<file path="src/rtl/maxpool_relu_pkg.sv">
// Shared constants and helpers for the ReLU + 2x2 max-pool stage.
package maxpool_relu_pkg;

  localparam int DEF_DATA_W = 12;
  localparam int DEF_IMG_W  = 24;
  localparam int DEF_IMG_H  = 24;
  localparam int POOL_W     = DEF_IMG_W / 2;
  localparam int COL_W      = $clog2(DEF_IMG_W);

  // Wide enough for any lane width; callers sign-extend in and truncate out.
  localparam int SMAX_W     = 32;

  // Signed maximum; on a tie both operands are equal so either is returned.
  function automatic logic signed [SMAX_W-1:0] smax(input logic signed [SMAX_W-1:0] a,
                                                    input logic signed [SMAX_W-1:0] b);
    return (a > b) ? a : b;
  endfunction

endpackage

</file>
<file path="src/rtl/maxpool_relu_if.sv">
// Pixel stream from the conv stage in, pooled pixel stream out.
interface maxpool_relu_if
  import maxpool_relu_pkg::*;
#(
  parameter int DATA_W = DEF_DATA_W
);

  logic                     valid_in;
  logic signed [DATA_W-1:0] conv_out_1;
  logic signed [DATA_W-1:0] conv_out_2;
  logic signed [DATA_W-1:0] conv_out_3;
  logic signed [DATA_W-1:0] max_value_1;
  logic signed [DATA_W-1:0] max_value_2;
  logic signed [DATA_W-1:0] max_value_3;
  logic                     valid_out;

  // Upstream side: drives pixels, observes pooled results.
  modport master (
    output valid_in, conv_out_1, conv_out_2, conv_out_3,
    input  max_value_1, max_value_2, max_value_3, valid_out
  );

  // Pooling block side.
  modport slave (
    input  valid_in, conv_out_1, conv_out_2, conv_out_3,
    output max_value_1, max_value_2, max_value_3, valid_out
  );

endinterface

</file>
<file path="src/rtl/maxpool_relu_lane.sv">
// One channel of 2x2/stride-2 max pooling with ReLU on the pooled value.
// The horizontal pair max of each even row is parked in rowbuf and combined
// with the matching pair of the following odd row.
module maxpool_relu_lane
  import maxpool_relu_pkg::*;
#(
  parameter int DATA_W = DEF_DATA_W,
  parameter int IMG_W  = DEF_IMG_W
) (
  input  logic                        clk,
  input  logic                        rst,
  input  logic signed [DATA_W-1:0]    x,
  input  logic                        we_pair,
  input  logic                        we_row,
  input  logic                        emit,
  input  logic [$clog2(IMG_W)-2:0]    idx,
  output logic signed [DATA_W-1:0]    max_value
);

  localparam int NPOOL = IMG_W / 2;

  logic signed [DATA_W-1:0] pair_p0;
  logic signed [DATA_W-1:0] rowbuf_p0 [NPOOL];
  logic signed [DATA_W-1:0] max_p1;
  logic signed [DATA_W-1:0] hmax;
  logic signed [DATA_W-1:0] vmax;

  function automatic logic signed [DATA_W-1:0] relu(input logic signed [DATA_W-1:0] v);
    return v[DATA_W-1] ? '0 : v;
  endfunction

  function automatic logic signed [DATA_W-1:0] max2(input logic signed [DATA_W-1:0] a,
                                                    input logic signed [DATA_W-1:0] b);
    return DATA_W'(smax(SMAX_W'(a), SMAX_W'(b)));
  endfunction

  assign hmax = max2(pair_p0, x);
  assign vmax = max2(hmax, rowbuf_p0[idx]);

  // Stage p0 -> p1: capture left pixel, park even-row pair max, emit pooled result.
  always_ff @(posedge clk) begin
    if (rst) begin
      pair_p0 <= '0;
      for (int i = 0; i < NPOOL; i++) rowbuf_p0[i] <= '0;
      max_p1  <= '0;
    end else begin
      if (we_pair) pair_p0        <= x;
      if (we_row)  rowbuf_p0[idx] <= hmax;
      if (emit)    max_p1         <= relu(vmax);
    end
  end

  assign max_value = max_p1;

endmodule

</file>
<file path="src/rtl/maxpool_relu.sv">
// ReLU + 2x2/stride-2 max pooling over three conv channels streamed in raster
// order. Position counters decide the role of each pixel inside its window;
// three identical lanes hold the per-channel data path.
module maxpool_relu
  import maxpool_relu_pkg::*;
#(
  parameter int DATA_W = DEF_DATA_W,
  parameter int IMG_W  = DEF_IMG_W,
  parameter int IMG_H  = DEF_IMG_H
) (
  input  logic          clk,
  input  logic          rst,
  maxpool_relu_if.slave bus
);

  localparam int CNT_CW = $clog2(IMG_W);
  localparam int CNT_RW = $clog2(IMG_H);
  localparam int IDX_W  = CNT_CW - 1;

  logic [CNT_CW-1:0]        col_p0;
  logic [CNT_RW-1:0]        row_p0;
  logic                     vld_p1;
  logic                     we_pair;
  logic                     we_row;
  logic                     emit;
  logic [IDX_W-1:0]         idx;
  logic signed [DATA_W-1:0] max1;
  logic signed [DATA_W-1:0] max2;
  logic signed [DATA_W-1:0] max3;

  // Window phase: even column starts a pair, odd column closes it; odd rows finish the window.
  assign we_pair = bus.valid_in & ~col_p0[0];
  assign we_row  = bus.valid_in &  col_p0[0] & ~row_p0[0];
  assign emit    = bus.valid_in &  col_p0[0] &  row_p0[0];
  assign idx     = col_p0[CNT_CW-1:1];

  // Raster position of the incoming pixel; frozen while valid_in is low.
  always_ff @(posedge clk) begin
    if (rst) begin
      col_p0 <= '0;
      row_p0 <= '0;
    end else if (bus.valid_in) begin
      if (col_p0 == CNT_CW'(IMG_W - 1)) begin
        col_p0 <= '0;
        row_p0 <= (row_p0 == CNT_RW'(IMG_H - 1)) ? '0 : row_p0 + 1'b1;
      end else begin
        col_p0 <= col_p0 + 1'b1;
      end
    end
  end

  // Stage p0 -> p1: strobe alongside the registered pooled values.
  always_ff @(posedge clk) begin
    if (rst) vld_p1 <= 1'b0;
    else     vld_p1 <= emit;
  end

  maxpool_relu_lane #(.DATA_W(DATA_W), .IMG_W(IMG_W)) u_lane1 (
    .clk(clk), .rst(rst), .x(bus.conv_out_1), .we_pair(we_pair), .we_row(we_row),
    .emit(emit), .idx(idx), .max_value(max1)
  );

  maxpool_relu_lane #(.DATA_W(DATA_W), .IMG_W(IMG_W)) u_lane2 (
    .clk(clk), .rst(rst), .x(bus.conv_out_2), .we_pair(we_pair), .we_row(we_row),
    .emit(emit), .idx(idx), .max_value(max2)
  );

  maxpool_relu_lane #(.DATA_W(DATA_W), .IMG_W(IMG_W)) u_lane3 (
    .clk(clk), .rst(rst), .x(bus.conv_out_3), .we_pair(we_pair), .we_row(we_row),
    .emit(emit), .idx(idx), .max_value(max3)
  );

  assign bus.max_value_1 = max1;
  assign bus.max_value_2 = max2;
  assign bus.max_value_3 = max3;
  assign bus.valid_out   = vld_p1;

endmodule

</file>
<file path="src/flat_wrapper.sv">
// flat-port wrapper written by rule: the top's interface ports become plain ports
module maxpool_relu_flat import maxpool_relu_pkg::*;
#(
  parameter int DATA_W = DEF_DATA_W,
  parameter int IMG_W  = DEF_IMG_W,
  parameter int IMG_H  = DEF_IMG_H
)
  (clk, rst, bus_valid_in, bus_conv_out_1, bus_conv_out_2, bus_conv_out_3, bus_max_value_1, bus_max_value_2, bus_max_value_3, bus_valid_out);
  maxpool_relu_if #(.DATA_W(DATA_W)) bus_i ();
  input  logic clk;
  input  logic rst;
  input wire logic [$bits(bus_i.valid_in)-1:0] bus_valid_in;
  input wire logic [$bits(bus_i.conv_out_1)-1:0] bus_conv_out_1;
  input wire logic [$bits(bus_i.conv_out_2)-1:0] bus_conv_out_2;
  input wire logic [$bits(bus_i.conv_out_3)-1:0] bus_conv_out_3;
  output wire logic [$bits(bus_i.max_value_1)-1:0] bus_max_value_1;
  output wire logic [$bits(bus_i.max_value_2)-1:0] bus_max_value_2;
  output wire logic [$bits(bus_i.max_value_3)-1:0] bus_max_value_3;
  output wire logic [$bits(bus_i.valid_out)-1:0] bus_valid_out;
  assign bus_i.valid_in = bus_valid_in;
  assign bus_i.conv_out_1 = bus_conv_out_1;
  assign bus_i.conv_out_2 = bus_conv_out_2;
  assign bus_i.conv_out_3 = bus_conv_out_3;
  assign bus_max_value_1 = bus_i.max_value_1;
  assign bus_max_value_2 = bus_i.max_value_2;
  assign bus_max_value_3 = bus_i.max_value_3;
  assign bus_valid_out = bus_i.valid_out;
  maxpool_relu #(.DATA_W(DATA_W), .IMG_W(IMG_W), .IMG_H(IMG_H)) u_core (.clk(clk), .rst(rst), .bus(bus_i));
endmodule
</file>
<file path="config.mk">
export PLATFORM = sky130hd
export DESIGN_NAME = maxpool_relu_flat
export DESIGN_NICKNAME = d
export VERILOG_FILES = /design/src/rtl/maxpool_relu_pkg.sv /design/src/rtl/maxpool_relu_if.sv /design/src/rtl/maxpool_relu_lane.sv /design/src/rtl/maxpool_relu.sv /design/src/flat_wrapper.sv
export SDC_FILE = /design/constraint.sdc
export NUM_CORES = 1
export LEC_CHECK = 0
export CORE_MARGIN = 5
export CORE_UTILIZATION = 60
export CTS_CLUSTER_DIAMETER = 200
export DETAILED_ROUTE_END_ITERATION = 10
export PLACE_DENSITY = 0.78
export SLEW_MARGIN = 20
export SYNTH_ARGS = -nofsm -noshare
export SYNTH_HDL_FRONTEND = slang
export SYNTH_SLANG_ARGS = --single-unit
export TNS_END_PERCENT = 20
</file>
<file path="constraint.sdc">
create_clock -name clk -period 12.9 [get_ports clk]
set_input_delay 3.87 -clock clk [delete_from_list [all_inputs] [get_ports clk]]
set_output_delay 3.87 -clock clk [all_outputs]
set_load 0.01 [all_outputs]
</file>
==> results.json <==
{
  "drc_errors": 0,
  "nNetsFinal": 2274,
  "tritoncts": "done",
  "grt-ovfl-total": 0,
  "p_per_area_nw_per_um2": 144.2,
  "finalHoldViolations": 0,
  "setup_violations": 0,
  "clkLatencyLatePin_ps": 610,
  "pwr-share-comb_pct": 10.0,
  "root_buffer": "clkbuf_16",
  "synth.area.top_cells": "edfxtp_1 (58%), mux4_2 (12%), nor2_1 (5.7%)",
  "power.internal_w": 0.003641,
  "antenna_found_initial": 1,
  "hold_buffers": 0,
  "clk_pin_slew_ps": 60,
  "yosys.area.top_type": "edfxtp_1",
  "postPlaceCellArea_um2": 31020,
  "ys_types": 66,
  "cts_resized": 0,
  "rsz0062_at_grt": "no",
  "via_per_inst": 6.507,
  "placeableCoreArea_um2": 48950,
  "postLayoutCellArea_um2": 33190,
  "drt_first_pass_iters": 6,
  "clock_path_buffers": 3,
  "yosysTopAreaCellShare_pct": 58.33,
  "switching_share_pct": 23.91,
  "cts_buffers": 68,
  "crit_fanout": 15,
  "dp_hpwl_um": 42920,
  "grt_max_degree": 70,
  "cts.sinks": 660,
  "drt_wl_total_um": 77980,
  "top_level_ports": 76,
  "ctsHtreeMaxLevel": 3,
  "area_growth_pct": 11.92,
  "max_freq_mhz": 102.7,
  "synth_cells": 2107,
  "synth-seq-area-share_pct": 64.00,
  "fp.dieH_um": 232.3,
  "grt_usage_pct": 29.28,
  "synth-main-ff-cell": "edfxtp_1",
  "port_buffers": 72,
  "relSlewSlack_pct": 26.54,
  "synth_edf_count": 576,
  "final_common_cell": "edfxtp_1",
  "p_switching_w": 0.001144,
  "die_area_um2": 53970,
  "required_ps": 13430,
  "cap_viol_max_count": 0,
  "drive_gt1_share_pct": 17.25,
  "fin_skew_ps": 28.08,
  "async_flop_share_pct": 0,
  "vias": 18730,
  "ant_nets": 0,
  "p_leak_nw": 11.88,
  "drtIter0Drc": 2836,
  "start_kind": "input port",
  "peakVddDrop_v": 0.0001166,
  "postSynthAreaPerCell_um2": 14.07,
  "final.setup.tns_ps": 0,
  "synth-seq-cells": 660,
  "pwr-share-clk_pct": 39.5,
  "worst_slew_pin_slew_ps": 1071,
  "post_cts_buffers": 0,
  "min_period_ps": 9734,
  "initial_core_util_pct": 60.58,
  "synth_warnings": 0,
  "die_w_um": 232.3,
  "crit_type": "input port to flop",
  "grt_pass1_vias": 19100,
  "layout_common_cells": "edfxtp_1 (576), nor2_1 (452), mux4_2 (164)",
  "run_status": "finished, final reports clean",
  "syn_area_um2": 29650,
  "seq_power_share_pct": 50.4,
  "wl_per_cell_um": 27.09,
  "critical_path_arrival_ps": 10260,
  "grt_pass1_wl_um": 117700,
  "row_count": 81,
  "end_kind": "flop",
  "min_period_over_period_pct": 75.46,
  "slew_viol_final": 0,
  "gp_congestion": 0.8504,
  "hold_path_class": "flop to flop"
}
cell families (layout without fill, tap and decap cells):
family / Yosys count / count (layout) / share of synthesized area, %
AO/OA/AOI/OAI: 209 / 209 / 4.932
XOR/XNOR: 4 / 4 / 0.1182
adder cells (fa/ha/maj): 74 / 74 / 3.122
buffers and inverters: 255 / 360 / 3.633
flip-flops: 660 / 660 / 64.00
multiplexers: 222 / 222 / 14.69
other: 1 / 4 / 0.01265
AND/OR/NAND/NOR: 682 / 682 / 9.498
through the flow:
step	hold WS (ps)	instances	worst slack (ps)	util [%]	power (W)
4_1_cts	464.2	2877	3316	67.71	0.004789
2_1_floorplan	436.3	2109	4963	-	0.002777
6_report	466.2	2879	3166	67.80	0.004786
5_1_grt	482.1	2878	2705	67.80	0.004932
3_3_place_gp	440.9	2754	3183	63.38	0.002902
3_5_place_dp	456.1	2754	2845	63.38	0.002922
layer usage:
| metal | up-vias | track usage (%) | routed length, um |
|---|---|---|---|
| li1 | 7913 | - | - |
| met1 | 9327 | 39.81 | 28080 |
| met2 | 1305 | 48.16 | 38070 |
| met3 | 188 | 5.075 | 8807 |
| met4 | 0 | 11.17 | 3021 |
| met5 | - | 0 | 0 |
power groups by stage:
stage	logic [W]	clock network [W]	registers (W)
6_report	0.000481	0.00189	0.00241
5_1_grt	0.000516	0.00200	0.00242
4_1_cts	0.000472	0.00190	0.00241
3_5_place_dp	0.000466	0	0.00246
3_3_place_gp	0.000451	0	0.00245
2_1_floorplan	0.000332	0	0.00244
worst max-delay path: stages:
cell and delay, ps:
clkdlybuf4s50_1 500, inv_1 70, ha_1 580, nand4_1 180, nor2_1 200, a21boi_0 770, nor3_1 200, a21oi_4 430
mux2i_1 880, inv_1 320, ha_1 390, nor2b_1 130, o211ai_1 100, a211o_1 280, a31oi_2 390, nand2_1 100
a21oi_1 640, a21o_1 230
cell usage after synthesis (3+ instances only):
library cell  instances
edfxtp_1            576
nor2_1              453
mux4_2              164
nand2_1             132
clkbuf_1            106
inv_1               103
dfxtp_1              84
ha_1                 74
a21oi_1              61
mux2i_1              41
buf_2                23
a21o_1               20
nand4_1              20
o21ai_0              20
nand2b_1             16
mux2_2               13
nand3_1              11
o211ai_1             11
buf_4                10
nor2b_1              10
nor3_1               10
o21ai_1              10
a22o_1                8
and3_1                8
a211oi_1              7
a22oi_1               7
a31oi_1               7
buf_6                 7
and4_1                6
o2111ai_1             6
o221ai_2              6
a2111oi_0             5
o21a_1                5
o221ai_1              5
a211o_1               4
a311oi_1              4
buf_1                 4
mux4_1                4
o311ai_0              4
o31a_1                4
or2_2                 4
nor3_2                3
nor3b_1               3
or4_1                 3
xor2_1                3
worst paths after layout:
check	startpoint	end	slack [ps]	cells past startpoint
max reg2reg	u_core.u_lane1.pair_p0[11]	u_core.u_lane1.max_value[8]	6670	16
min reg2reg	u_core.row_p0[3]	u_core.row_p0[3]	470	2
min	u_core.row_p0[3]	u_core.row_p0[3]	470	2
max	bus_conv_out_1[11]	u_core.u_lane1.max_value[8]	3170	18
state kept, by name, indices dropped and copies added (netlist names), named ones only:
name / flops
u_core.bus.valid_out: 1
u_core.u_lane3.pair_p0: 12
u_core.u_lane2.pair_p0: 12
u_core.u_lane3.rowbuf_p0: 192
u_core.u_lane3.max_value: 11
u_core.row_p0: 5
u_core.u_lane2.rowbuf_p0: 192
u_core.col_p0: 5
u_core.u_lane1.pair_p0: 12
u_core.u_lane2.max_value: 11
u_core.u_lane1.rowbuf_p0: 192
u_core.u_lane1.max_value: 11
layout make-up:
class                           count  area, um^2
Fill cell                        3200       15760
Multi-Input combinational cell   1194        9674
Inverter                          105       395.4
Timing Repair Buffer              132        1179
Clock buffer                       93        1868
Clock inverter                     30       251.5
Antenna cell                        1       2.502
Tap cell                          664       830.8
Sequential cell                   660       18990
No activity file was read; power rests on OpenSTA's default activity.
